### src/rtl/inst_loader.sv
// inst_loader: receives a program image over a byte stream (UART RX side)
// and writes it into instruction memory, then releases the core from reset.
// Stream format: 4-byte little-endian word count N, then N little-endian
// 32-bit words. Headers larger than the memory depth lock the block in error.
module inst_loader #(
   parameter int DATA_WIDTH          = 32,
   parameter int INST_MEM_ADDR_WIDTH = 10
) (
   input  logic                           i_clk,
   input  logic                           i_rst_n,
   input  logic                           i_rx_valid,
   input  logic [7:0]                     i_rx_data,
   output logic                           o_rx_ready,
   output logic                           o_we_inst,
   output logic [INST_MEM_ADDR_WIDTH-1:0] o_addr_inst,
   output logic [DATA_WIDTH-1:0]          o_wrdata_inst,
   output logic                           o_core_rst_n,
   output logic                           o_done,
   output logic                           o_err
);

   localparam logic [1:0] S_LEN  = 2'd0;
   localparam logic [1:0] S_DATA = 2'd1;
   localparam logic [1:0] S_DONE = 2'd2;
   localparam logic [1:0] S_ERR  = 2'd3;

   localparam logic [31:0] MEM_DEPTH = 32'd1 << INST_MEM_ADDR_WIDTH;

   logic [1:0]                     state_r;
   logic [1:0]                     byte_cnt_r;
   logic [23:0]                    hold_r;       // first three bytes of the word being assembled
   logic [31:0]                    len_r;        // word count N from the header
   logic [INST_MEM_ADDR_WIDTH-1:0] word_idx_r;
   logic                           ready_en_r;   // keeps ready low until the first edge after reset
   logic                           we_r;
   logic [INST_MEM_ADDR_WIDTH-1:0] addr_r;
   logic [DATA_WIDTH-1:0]          wrdata_r;
   logic                           core_rst_n_r;

   logic                           accept_s;
   logic                           in_load_s;
   logic [31:0]                    word_s;
   logic                           last_word_s;
   logic [23:0]                    hold_next_s;

   // Handshake qualification, current assembled word and next holding value.
   always_comb begin
      in_load_s   = (state_r == S_LEN) || (state_r == S_DATA);
      accept_s    = i_rx_valid && ready_en_r && in_load_s;
      word_s      = {i_rx_data, hold_r};
      last_word_s = (32'(word_idx_r) == (len_r - 32'd1));
      hold_next_s = hold_r;
      case (byte_cnt_r)
         2'd0:    hold_next_s[7:0]   = i_rx_data;
         2'd1:    hold_next_s[15:8]  = i_rx_data;
         2'd2:    hold_next_s[23:16] = i_rx_data;
         default: hold_next_s        = hold_r;
      endcase
   end

   // Loader FSM, byte assembly and registered memory-write outputs.
   always_ff @(posedge i_clk or negedge i_rst_n) begin
      if (!i_rst_n) begin
         state_r      <= S_LEN;
         byte_cnt_r   <= 2'd0;
         hold_r       <= 24'd0;
         len_r        <= 32'd0;
         word_idx_r   <= '0;
         ready_en_r   <= 1'b0;
         we_r         <= 1'b0;
         addr_r       <= '0;
         wrdata_r     <= '0;
         core_rst_n_r <= 1'b0;
      end else begin
         ready_en_r   <= 1'b1;
         we_r         <= 1'b0;
         core_rst_n_r <= (state_r == S_DONE);
         if (accept_s) begin
            case (state_r)
               S_LEN: begin
                  if (byte_cnt_r == 2'd3) begin
                     byte_cnt_r <= 2'd0;
                     len_r      <= word_s;
                     word_idx_r <= '0;
                     if (word_s == 32'd0) begin
                        state_r <= S_DONE;
                     end else if (word_s > MEM_DEPTH) begin
                        state_r <= S_ERR;
                     end else begin
                        state_r <= S_DATA;
                     end
                  end else begin
                     byte_cnt_r <= byte_cnt_r + 2'd1;
                     hold_r     <= hold_next_s;
                  end
               end
               S_DATA: begin
                  if (byte_cnt_r == 2'd3) begin
                     byte_cnt_r <= 2'd0;
                     we_r       <= 1'b1;
                     addr_r     <= word_idx_r;
                     wrdata_r   <= DATA_WIDTH'(word_s);
                     if (last_word_s) begin
                        // Done is raised together with the final write pulse.
                        state_r <= S_DONE;
                     end else begin
                        word_idx_r <= word_idx_r + INST_MEM_ADDR_WIDTH'(1);
                     end
                  end else begin
                     byte_cnt_r <= byte_cnt_r + 2'd1;
                     hold_r     <= hold_next_s;
                  end
               end
               default: begin
                  state_r <= state_r;
               end
            endcase
         end else begin
            state_r <= state_r;
         end
      end
   end

   assign o_rx_ready    = ready_en_r && in_load_s;
   assign o_we_inst     = we_r;
   assign o_addr_inst   = addr_r;
   assign o_wrdata_inst = wrdata_r;
   assign o_done        = (state_r == S_DONE);
   assign o_err         = (state_r == S_ERR);
   assign o_core_rst_n  = core_rst_n_r;

endmodule

### config.mk
export PLATFORM = sky130hd
export DESIGN_NAME = inst_loader
export DESIGN_NICKNAME = d
export VERILOG_FILES = /design/src/rtl/inst_loader.sv
export SDC_FILE = /design/constraint.sdc
export NUM_CORES = 1
export LEC_CHECK = 0
export BUFFER_PORTS_ARGS = -buffer_cell sky130_fd_sc_hd__buf_2
export CORE_MARGIN = 2
export CORE_UTILIZATION = 54
export CTS_CLUSTER_DIAMETER = 80
export CTS_CLUSTER_SIZE = 30
export DETAILED_ROUTE_END_ITERATION = 10
export PLACE_DENSITY = 0.84
export REMOVE_ABC_BUFFERS = 1
export SLEW_MARGIN = 20
export SYNTH_ARGS = -nofsm -noshare
export SYNTH_HDL_FRONTEND = slang
export SYNTH_SLANG_ARGS = --single-unit
### constraint.sdc
create_clock -name i_clk -period 9.4 [get_ports i_clk]
set_input_delay 0.94 -clock i_clk [delete_from_list [all_inputs] [get_ports i_clk]]
set_output_delay 0.94 -clock i_clk [all_outputs]
set_load 0.01 [all_outputs]
# Word level (Yosys, flattened, before mapping)
# Cells that the tools add are included.
word_totals:
  reg_bits: 115
  inputBits: 11
op_classes:
  n_addsub: 3
  n_lt_le_gt_ge: 1
  n_eq_ne: 11
  n_mux: 14
  n_bitwise: 1
  n_reduce_logical: 17
op_table:
  columns: ["op", "n"]
  rows:
  - ["$eq A10 B32 Y1", 1]
  - ["$gt A32 B11 Y1 const B", 1]
  - ["$logic_not A32 Y1", 1]
  - ["$sub A32 B1 Y32 const B", 1]
  - ["$mux W10", 3]
  - ["$pmux W10 S2", 1]
  - ["$mux W2", 6]
  - ["$reduce_and A4 Y1", 3]
  - ["$add A10 B1 Y10 const B", 1]
  - ["$reduce_and A5 Y1", 2]
  - ["$eq A2 B2 Y1 const B", 4]
  - ["$reduce_and A3 Y1", 2]
  - ["$eq A2 B1 Y1 const B", 2]
  - ["$logic_not A2 Y1", 2]
  - ["$ne A2 B1 Y1 const B", 2]
  - ["$ne A2 B2 Y1 const B", 2]
  - ["$pmux W2 S2", 1]
  - ["$logic_and A1 B1 Y1", 3]
  - ["$mux W1", 3]
  - ["$add A2 B1 Y2 const B", 1]
  - ["$reduce_and A2 Y1", 1]
  - ["$reduce_bool A2 Y1", 1]
  - ["$reduce_or A2 Y1", 1]
  - ["$logic_or A1 B1 Y1", 1]
  - ["$not A1 Y1", 1]

# Longest topological paths before layout
# Gate-level depths: netlist of run 1.
depth:
  depth_word: 5
  depth_mapped: 12

# Least setup slack after synthesis of run 1
# Ideal clock, no wire load.
synth_path:
  path_kind: "register to register"
  start: "register len_r[0]"
  end: "register word_idx_r[1]"
  arrival_time_ns: 3.041
  t_required_ns: 9.278
  slack_ns: 6.237
  path_stages_with_launch: 13
  path_buffers: 2
  synth_period_minus_slack_ns: 3.163
  path_cell_list: "dfrtp_1 -> inv_1 -> ha_1 -> or3b_1 -> clkbuf_1 -> or4_4 -> or3b_1 -> xnor2_1 -> nor4_1 -> and4_4 -> buf_6 -> nor2_1 -> a32o_1"
synth_between:
  elab_chain_len: 4
synth_rtl:
  columns: ["element", "line", "source"]
  rows:
  - ["from (decl)", "32", "logic [31:0] len_r;"]
  - ["from (signal assigned)", "83", "len_r <= word_s;"]
  - ["$sub A32 B1 Y32", "51", "last_word_s = (32'(word_idx_r) == (len_r - 32'd1));"]
  - ["$eq A10 B32 Y1", "51", null]
  - ["$ne A2 B2 Y1 (no line)", null, null]
  - ["$reduce_and A5 Y1 (no line)", null, null]
  - ["to (signal assigned)", "107", "word_idx_r <= word_idx_r + INST_MEM_ADDR_WIDTH'(1);"]
  - ["to (decl)", "33", "logic [INST_MEM_ADDR_WIDTH-1:0] word_idx_r;"]
# No other way between the ends.
# A chain may end at the register's enable or synchronous reset.

# Worst setup path after layout of run 1
# Ends and elaborated chain as after synthesis.

==> metrics, run 1 <==
area of the mapped netlist 5299 sq um; Sw Share 34.91%; final hold vios 0; Antenna Violating Nets Remaining 0; sequential-to-total area share from yosys stat a little over half; Synth cell types 46; number of max-slew violations in the final report 0; async set-reset flop share out of synthesis 100.0%; max-cap violations 0; combinational share of power about 29%; worst path arrival time around 3.9 ns; floorplan die area 10620 sq um; worst setup path category reg -> reg; first-pass iteration count of the detailed router 4; Warnings, synthesis 0; commonest non-fill, non-tap cells in the layout 115 x sky130_fd_sc_hd__dfrtp_1, 98 x sky130_fd_sc_hd__mux2_2, 56 x sky130_fd_sc_hd__buf_2, 19 x sky130_fd_sc_hd__nand2_1; HP Class in -> async; maximum buffer depth of the clock tree 2; clock tree from TritonCTS built; placeable core area between 9000 and 10000 sq um; DR vias 3763; average cell area after synthesis between 10 and 15 sq um; Max H-tree Level 4; power per unit of standard cell area 338.2 nW/um^2; number of register bits inferred by synthesis 115; cts bufs inserted 17; Critical Path RT around 9.8 ns; die outline width 103.1 um; unrepaired setup endpoints after global routing no; antenna violations before repair 0; vias per inst about 6; worst slew slack as a fraction of its limit a little under a third; share of power burned in the clock network 30.1%; clock sink count around 120; initial cell density of the core around 55%; largest net degree at the start of global routing slightly above 80; total number of nets in the final design about 510; final cell count without fillers 638; total negative slack 0 ns; peak clock frequency supported by timing about 0.29 GHz; Top FF cell, synth sky130_fd_sc_hd__dfrtp_1; DRC violations left 0; type of origin of the critical path flip-flop; fraction of final layout cells sized beyond drive strength 1 about two fifths; Tcrit/Tclk final 36.70%; buffer type at the clock tree root sky130_fd_sc_hd__clkbuf_8; via count of the first global-routing pass 3740; Tightest Pin Transition 1.041 ns; placed instance area 5698 sq um; Sequential Power Share 40.9%; clock network latency to the later pin of the worst-skew pair 0.53 ns; number of design-rule violations left by the first detailed-router iteration 207; number of instances in the synthesized netlist 428; number of setup buffers added after CTS 0; net switching power of the design 0.0007464 W; DPL Wire Length 8.261 mm; Ant. Diodes 0; Final min period between 3 and 4 ns; run status completed; clock transition at the register clock pins on the worst setup and hold paths after CTS about 0.060 ns; area delta synth->final 19.32%; routability cong. 0.9714; peak fanout along the critical path 15; leakage power figure around 3.0 nW; Placed Instances 605; Crit. End Element flip-flop; overall track demand over capacity in global routing 25.21%; # rows 36; peak supply drop between 200 and 250 uV; most common cell after layout, fill and taps aside sky130_fd_sc_hd__dfrtp_1; Congestion Overflow GR 0; hold buffers post-CTS 0; setup clock skew after layout 0.008566 ns; post-cts repair resize count 0; Power Internal 0.001392 W; Design Area, Final 6322 sq um; EDFF count, synth 0; Setup-failing EPs final 0; sum of routed wire length over all layers between 10 and 15 mm; Port Buffers 57; DR WL/cell between 15 and 20 um; I/O Pins between 50 and 60; global-route wire length before repair 19.73 mm; vertical die dimension 103.1 um
==> power by group through the flow <==
stage,sequential [W],clock [W],combinational (W)
after floorplan,0.000838,0,0.000408
after detailed placement,0.000872,0,0.000606
after global routing,0.000901,0.000672,0.000683
after global placement,0.000858,0,0.000590
after CTS,0.000869,0.000653,0.000618
final,0.000874,0.000644,0.000620
==> synth_stat cells (all sizes together) (2+ instances only) <==
cell type | count | area [sq um]
nand2 | 20 | 75.07
ha | 6 | 75.07
nor2b | 4 | 25.02
nand4 | 9 | 56.30
and3 | 5 | 31.28
dfrtp | 115 | 2878
o31ai | 5 | 37.54
o31a | 3 | 27.53
or3b | 2 | 17.52
a31oi | 2 | 12.51
buf | 2 | 22.52
inv | 7 | 26.28
nand2b | 2 | 12.51
nand3 | 10 | 50.05
or4 | 4 | 33.78
nor3 | 16 | 80.08
nor4 | 14 | 87.58
nor2 | 16 | 60.06
a21oi | 12 | 60.06
o21ai | 12 | 60.06
o211ai | 2 | 15.01
clkbuf | 13 | 50.04
xnor2 | 8 | 70.07
mux2i | 4 | 40.04
xor2 | 9 | 78.83
mux2 | 98 | 1104
o22ai | 2 | 12.51
or3 | 10 | 62.56
nor4b | 2 | 17.52
==> final timing paths <==
check | slack (ns) | depth (start not counted) | endpoint | start
worst max-delay path | 5.95 | 10 | word_idx_r[1]$_DFFE_PN0P_ | len_r[0]$_DFFE_PN0P_
worst min-delay path | 0.36 | 1 | o_wrdata_inst[26]$_DFFE_PN0P_ | i_rst_n
worst max register to register | 5.95 | 10 | word_idx_r[1]$_DFFE_PN0P_ | len_r[0]$_DFFE_PN0P_
worst min register to register | 0.50 | 1 | o_addr_inst[6]$_DFFE_PN0P_ | o_addr_inst[6]$_DFFE_PN0P_
max in group asynchronous | 8.01 | 3 | o_wrdata_inst[11]$_DFFE_PN0P_ | i_rst_n
min in group i_clk | 0.50 | 1 | o_addr_inst[6]$_DFFE_PN0P_ | o_addr_inst[6]$_DFFE_PN0P_
==> layer usage <==
metal | share of wire [%] | track usage [%] | wire, um
met5 | 0 | 0 | 0
met1 | 42 | 32.08 | 5217
met3 | 6.0 | 7.186 | 754
met4 | 2.6 | 11.74 | 320
met2 | 50 | 40.06 | 6182
==> cell families (layout without fill, tap and decap cells) <==
logic type,after synthesis,after routing,synth area share (%)
DFF,115,115,54.31
muxes,102,102,21.58
xor gates and xnor gates,17,17,2.810
and+or+nand+nor,117,117,12.00
buffers and inverters,22,99,1.865
AOI/OAI and AO/OA,48,48,5.951
adders and majority gates,6,6,1.417
other,1,1,0.07077
==> state kept, by name, indices dropped and copies added (netlist names) <==
register       flops
ready_en_r         1
byte_cnt_r         2
state_r            2
hold_r            24
word_idx_r        10
len_r             32
o_addr_inst       10
o_we_inst          1
o_core_rst_n       1
o_wrdata_inst     32
==> stage by stage <==
step	hold slack (ns)	worst slack [ns]	utilization (%)	total power [W]
after global routing	0.3987	5.801	65.59	0.002256
after floorplan	0.4809	6.342	-	0.001246
after detailed placement	0.4886	6.019	59.11	0.001479
final	0.3598	5.950	65.59	0.002138
after CTS	0.3645	6.000	65.30	0.002140
after global placement	0.4825	6.114	59.11	0.001448
==> final cells by class <==
| class | count | area (sq um) |
|---|---|---|
| Timing Repair Buffer | 60 | 330.3 |
| Fill cell | 728 | 3317 |
| Inverter | 7 | 26.28 |
| Tap cell | 133 | 166.4 |
| Multi-Input combinational cell | 291 | 2325 |
| Clock buffer | 17 | 414.1 |
| Sequential cell | 115 | 2878 |
| Clock inverter | 15 | 182.7 |
==> worst max-delay path, cell delays in order (launching register included) <==
cell and delay (ns):
sky130_fd_sc_hd__dfrtp_1 0.42, sky130_fd_sc_hd__inv_1 0.10, sky130_fd_sc_hd__ha_1 0.18, sky130_fd_sc_hd__or3b_1 0.51, sky130_fd_sc_hd__or4_4 0.47, sky130_fd_sc_hd__or3b_1 0.40
sky130_fd_sc_hd__xnor2_1 0.13, sky130_fd_sc_hd__nor4_1 0.38, sky130_fd_sc_hd__and4_4 0.40, sky130_fd_sc_hd__nor2_1 0.08, sky130_fd_sc_hd__a32o_1 0.25
Power figures use the tool's default switching activity.
==> run 2: changes to the inputs <==
Settings changed: CORE_UTILIZATION 54 to 53, PLACE_DENSITY 0.84 to 0.86.
Clock period 9.4 ns to 3 ns, I/O delays scaled along.
==> run 2 against run 1 <==
Effect of this change:
- the flow now finishes with violations (setup timing)
- maximum frequency grew 13%
- hold slack worse by 0.23 ns
- count of clock-buffer cells in the layout up 5
- clock skew increased by 0.0018 ns
- non-clock buffer count increased by 34
- die area up 1.8%
- setup slack worse by 6.0 ns
- combinational power grew to 3.9 times the previous value
==> metrics, run 2 (same netlist as run 1, synthesis figures left out) <==
I/O Pins 58 (unchanged); Max H-tree Level 4 (unchanged); Placed Instances 635 (+5.0%); crit-path max cell delay 0.55 ns (+0.04 ns); overall track demand over capacity in global routing 25.23% (about the same); via count of the first global-routing pass 4010 (+7.2%); DRC violations left 0 (unchanged); fraction of final layout cells sized beyond drive strength 1 45.23% (+6.8 points); sequence of cells on the critical path or4_1 > or4_4 > or3b_4 > xnor2_2 > nor4_2 > and4_4 > clkbuf_16 > o21ai_0 > a21oi_1; # rows 36 (unchanged); die outline width 104.0 um (+0.90%); placeable core area 9729 sq um (+0.93%); Final Hold Slack 0.1287 ns (-0.2311 ns); worst path arrival time 3.50 ns (-0.37 ns); final cell count without fillers 668 (+4.7%); peak supply drop 537.8 uV (+160%); failing checks setup timing; largest net degree at the start of global routing 48 (-41%); area delta synth->final 26.09%; clock sink count 115 (unchanged); global-route wire length before repair 21.22 mm (+7.6%); DR vias 3973 (+5.6%); floorplan die area 10810 sq um (+1.8%); reg-to-reg startpoint len_r[8]$_DFFE_PN0P_; Port Buffers 57 (unchanged); share of the core filled with cells in the final layout 68.67% (+3.1 points); worst slew slack as a fraction of its limit 57.47% (+27 points); antenna violations before repair 0 (unchanged); Critical Path RT 3.44 ns (-6.38 ns); critical path depth in cells 9 (-1); worst setup path category reg -> reg; number of design-rule violations left by the first detailed-router iteration 292 (+41%); met3 wire len 783 um (+3.8%); Antenna Violating Nets Remaining 0 (unchanged); type of origin of the critical path flip-flop; clock network latency to the later pin of the worst-skew pair 0.52 ns (about the same); unrepaired setup endpoints after global routing yes; peak clock frequency supported by timing 0.3266 GHz (+13%); routability cong. 0.9944 (+2.4%); total negative slack -0.1161 ns (-0.1161 ns); Tightest Pin Transition 0.6321 ns (-0.4084 ns); Congestion Overflow GR 0 (unchanged); Ant. Diodes 0 (unchanged); final hold vios 0 (unchanged); leakage power figure 3.240 nW (+6.7%); Final min period 3.061 ns (-0.3883 ns); Reg2Reg Depth 9 (-1); setup clock skew after layout 0.01033 ns (+0.001759 ns); peak fanout along the critical path 6 (-9); Final WS setup -0.06147 ns (-6.012 ns); number of max-slew violations in the final report 0 (unchanged); setup slack at placement -0.08531 ns (-6.104 ns); cts bufs inserted 17 (unchanged); Tcrit/Tclk final 102.0% (+65 points); power per unit of standard cell area 1054 nW/um^2 (+210%); highest metal layer used by the detailed router met4; Worst Hold Depth 3; Setup-failing EPs final 6 (+6); clock transition at the register clock pins on the worst setup and hold paths after CTS 0.05 ns (about the same); hold_sp i_rx_data[1]; first-pass iteration count of the detailed router 5 (+1); vertical die dimension 104.0 um (+0.90%); Crit. End Element flip-flop; CP Launch Point len_r[8]$_DFFE_PN0P_; cell type group with the largest total delay on the critical path simple AND/OR/NAND/NOR gates; initial cell density of the core 54.46% (-0.51 points); DR WL/cell 19.93 um (+1.9%); max-cap violations 0 (unchanged); total number of nets in the final design 543 (+6.7%); buffers plus inverters on the worst setup path 1 (unchanged); sum of routed wire length over all layers 13.31 mm (+6.7%); vias per inst 5.948 (+0.84%); Routed met1 length 5.597 mm (+7.3%); HP Class in -> reg; DPL Wire Length 8.786 mm (+6.4%); most common cell after layout, fill and taps aside sky130_fd_sc_hd__dfrtp_1; buffer type at the clock tree root sky130_fd_sc_hd__clkbuf_8; run status complete, but fails checks; met2 wire len 6.585 mm (+6.5%); master of the slowest instance on the critical path sky130_fd_sc_hd__or4_1; clock tree from TritonCTS built; commonest non-fill, non-tap cells in the layout 115 x sky130_fd_sc_hd__dfrtp_1, 98 x sky130_fd_sc_hd__mux2_2, 56 x sky130_fd_sc_hd__buf_2, 34 x sky130_fd_sc_hd__buf_4, 19 x sky130_fd_sc_hd__nand2_1; maximum buffer depth of the clock tree 2 (unchanged)
## run 2: path summary, 6_finish.rpt
check                                                to  slack (ns)
setup / recovery              word_idx_r[2]$_DFFE_PN0P_       -0.06
hold / removal                    len_r[25]$_DFFE_PN0P_        0.13
setup reg to reg              word_idx_r[2]$_DFFE_PN0P_       -0.06
hold reg to reg              o_addr_inst[7]$_DFFE_PN0P_        0.50
max in group asynchronous  o_wrdata_inst[9]$_DFFE_PN0P_        1.92
min in group asynchronous    o_addr_inst[6]$_DFFE_PN0P_        0.32
## run 2: power breakdown
group | total (W) | switching (W) | internal, W
clock | 0.00196 | 0.000652 | 0.00131
sequential | 0.00268 | 0.000554 | 0.00212
combinational | 0.00241 | 0.00117 | 0.00124
total | 0.00704 | 0.00237 | 0.00467
## run 2: worst reg2reg max path, delay by kind of cell, from the launching register on
kind                   cells  cell delay (ns)
buffers and inverters      1             0.17
AO/OA/AOI/OAI              2             0.28
XOR/XNOR                   1             0.15
AND/OR/NAND/NOR            5             2.01
flip-flops                 1             0.38
## run 2: layout make-up
| class | count | area, sq um |
|---|---|---|
| multi-input cells | 291 | 2432 |
| flip-flops and latches | 115 | 2878 |
| repair buffers | 94 | 610.6 |
| inverters | 7 | 26.28 |
| fillers | 723 | 3048 |
| clock inverters | 6 | 105.1 |
| clock buffers | 22 | 462.9 |
| well taps | 133 | 166.4 |
## run 2: repair_timing
| item | 4_1_cts | 5_1_grt |
|---|---|---|
| hold endpoints to repair | 43 | 0 |
| endpoints found under the setup margin | 10 | 12 |
| gates resized for setup | 2 | 27 |
| gates cloned | 0 | 1 |
| buffers inserted | 2 | 1 |
| pin swaps | 3 | 10 |
| hold buffers | 1 | 0 |
## run 2: per-stage QoR
step,total power (W),area (sq um)
4_1_cts,0.006936,6554
6_report,0.007042,6681
5_1_grt,0.007375,6681
3_3_place_gp,0.004798,5936
2_1_floorplan,0.003905,5226
3_5_place_dp,0.004924,5936
## run 2: routing by layer
layer	vias up	track usage (%)
li1	1780	-
met1	2015	32.86
met2	150	40.98
met3	28	5.388
met4	0	10.91
met5	-	0
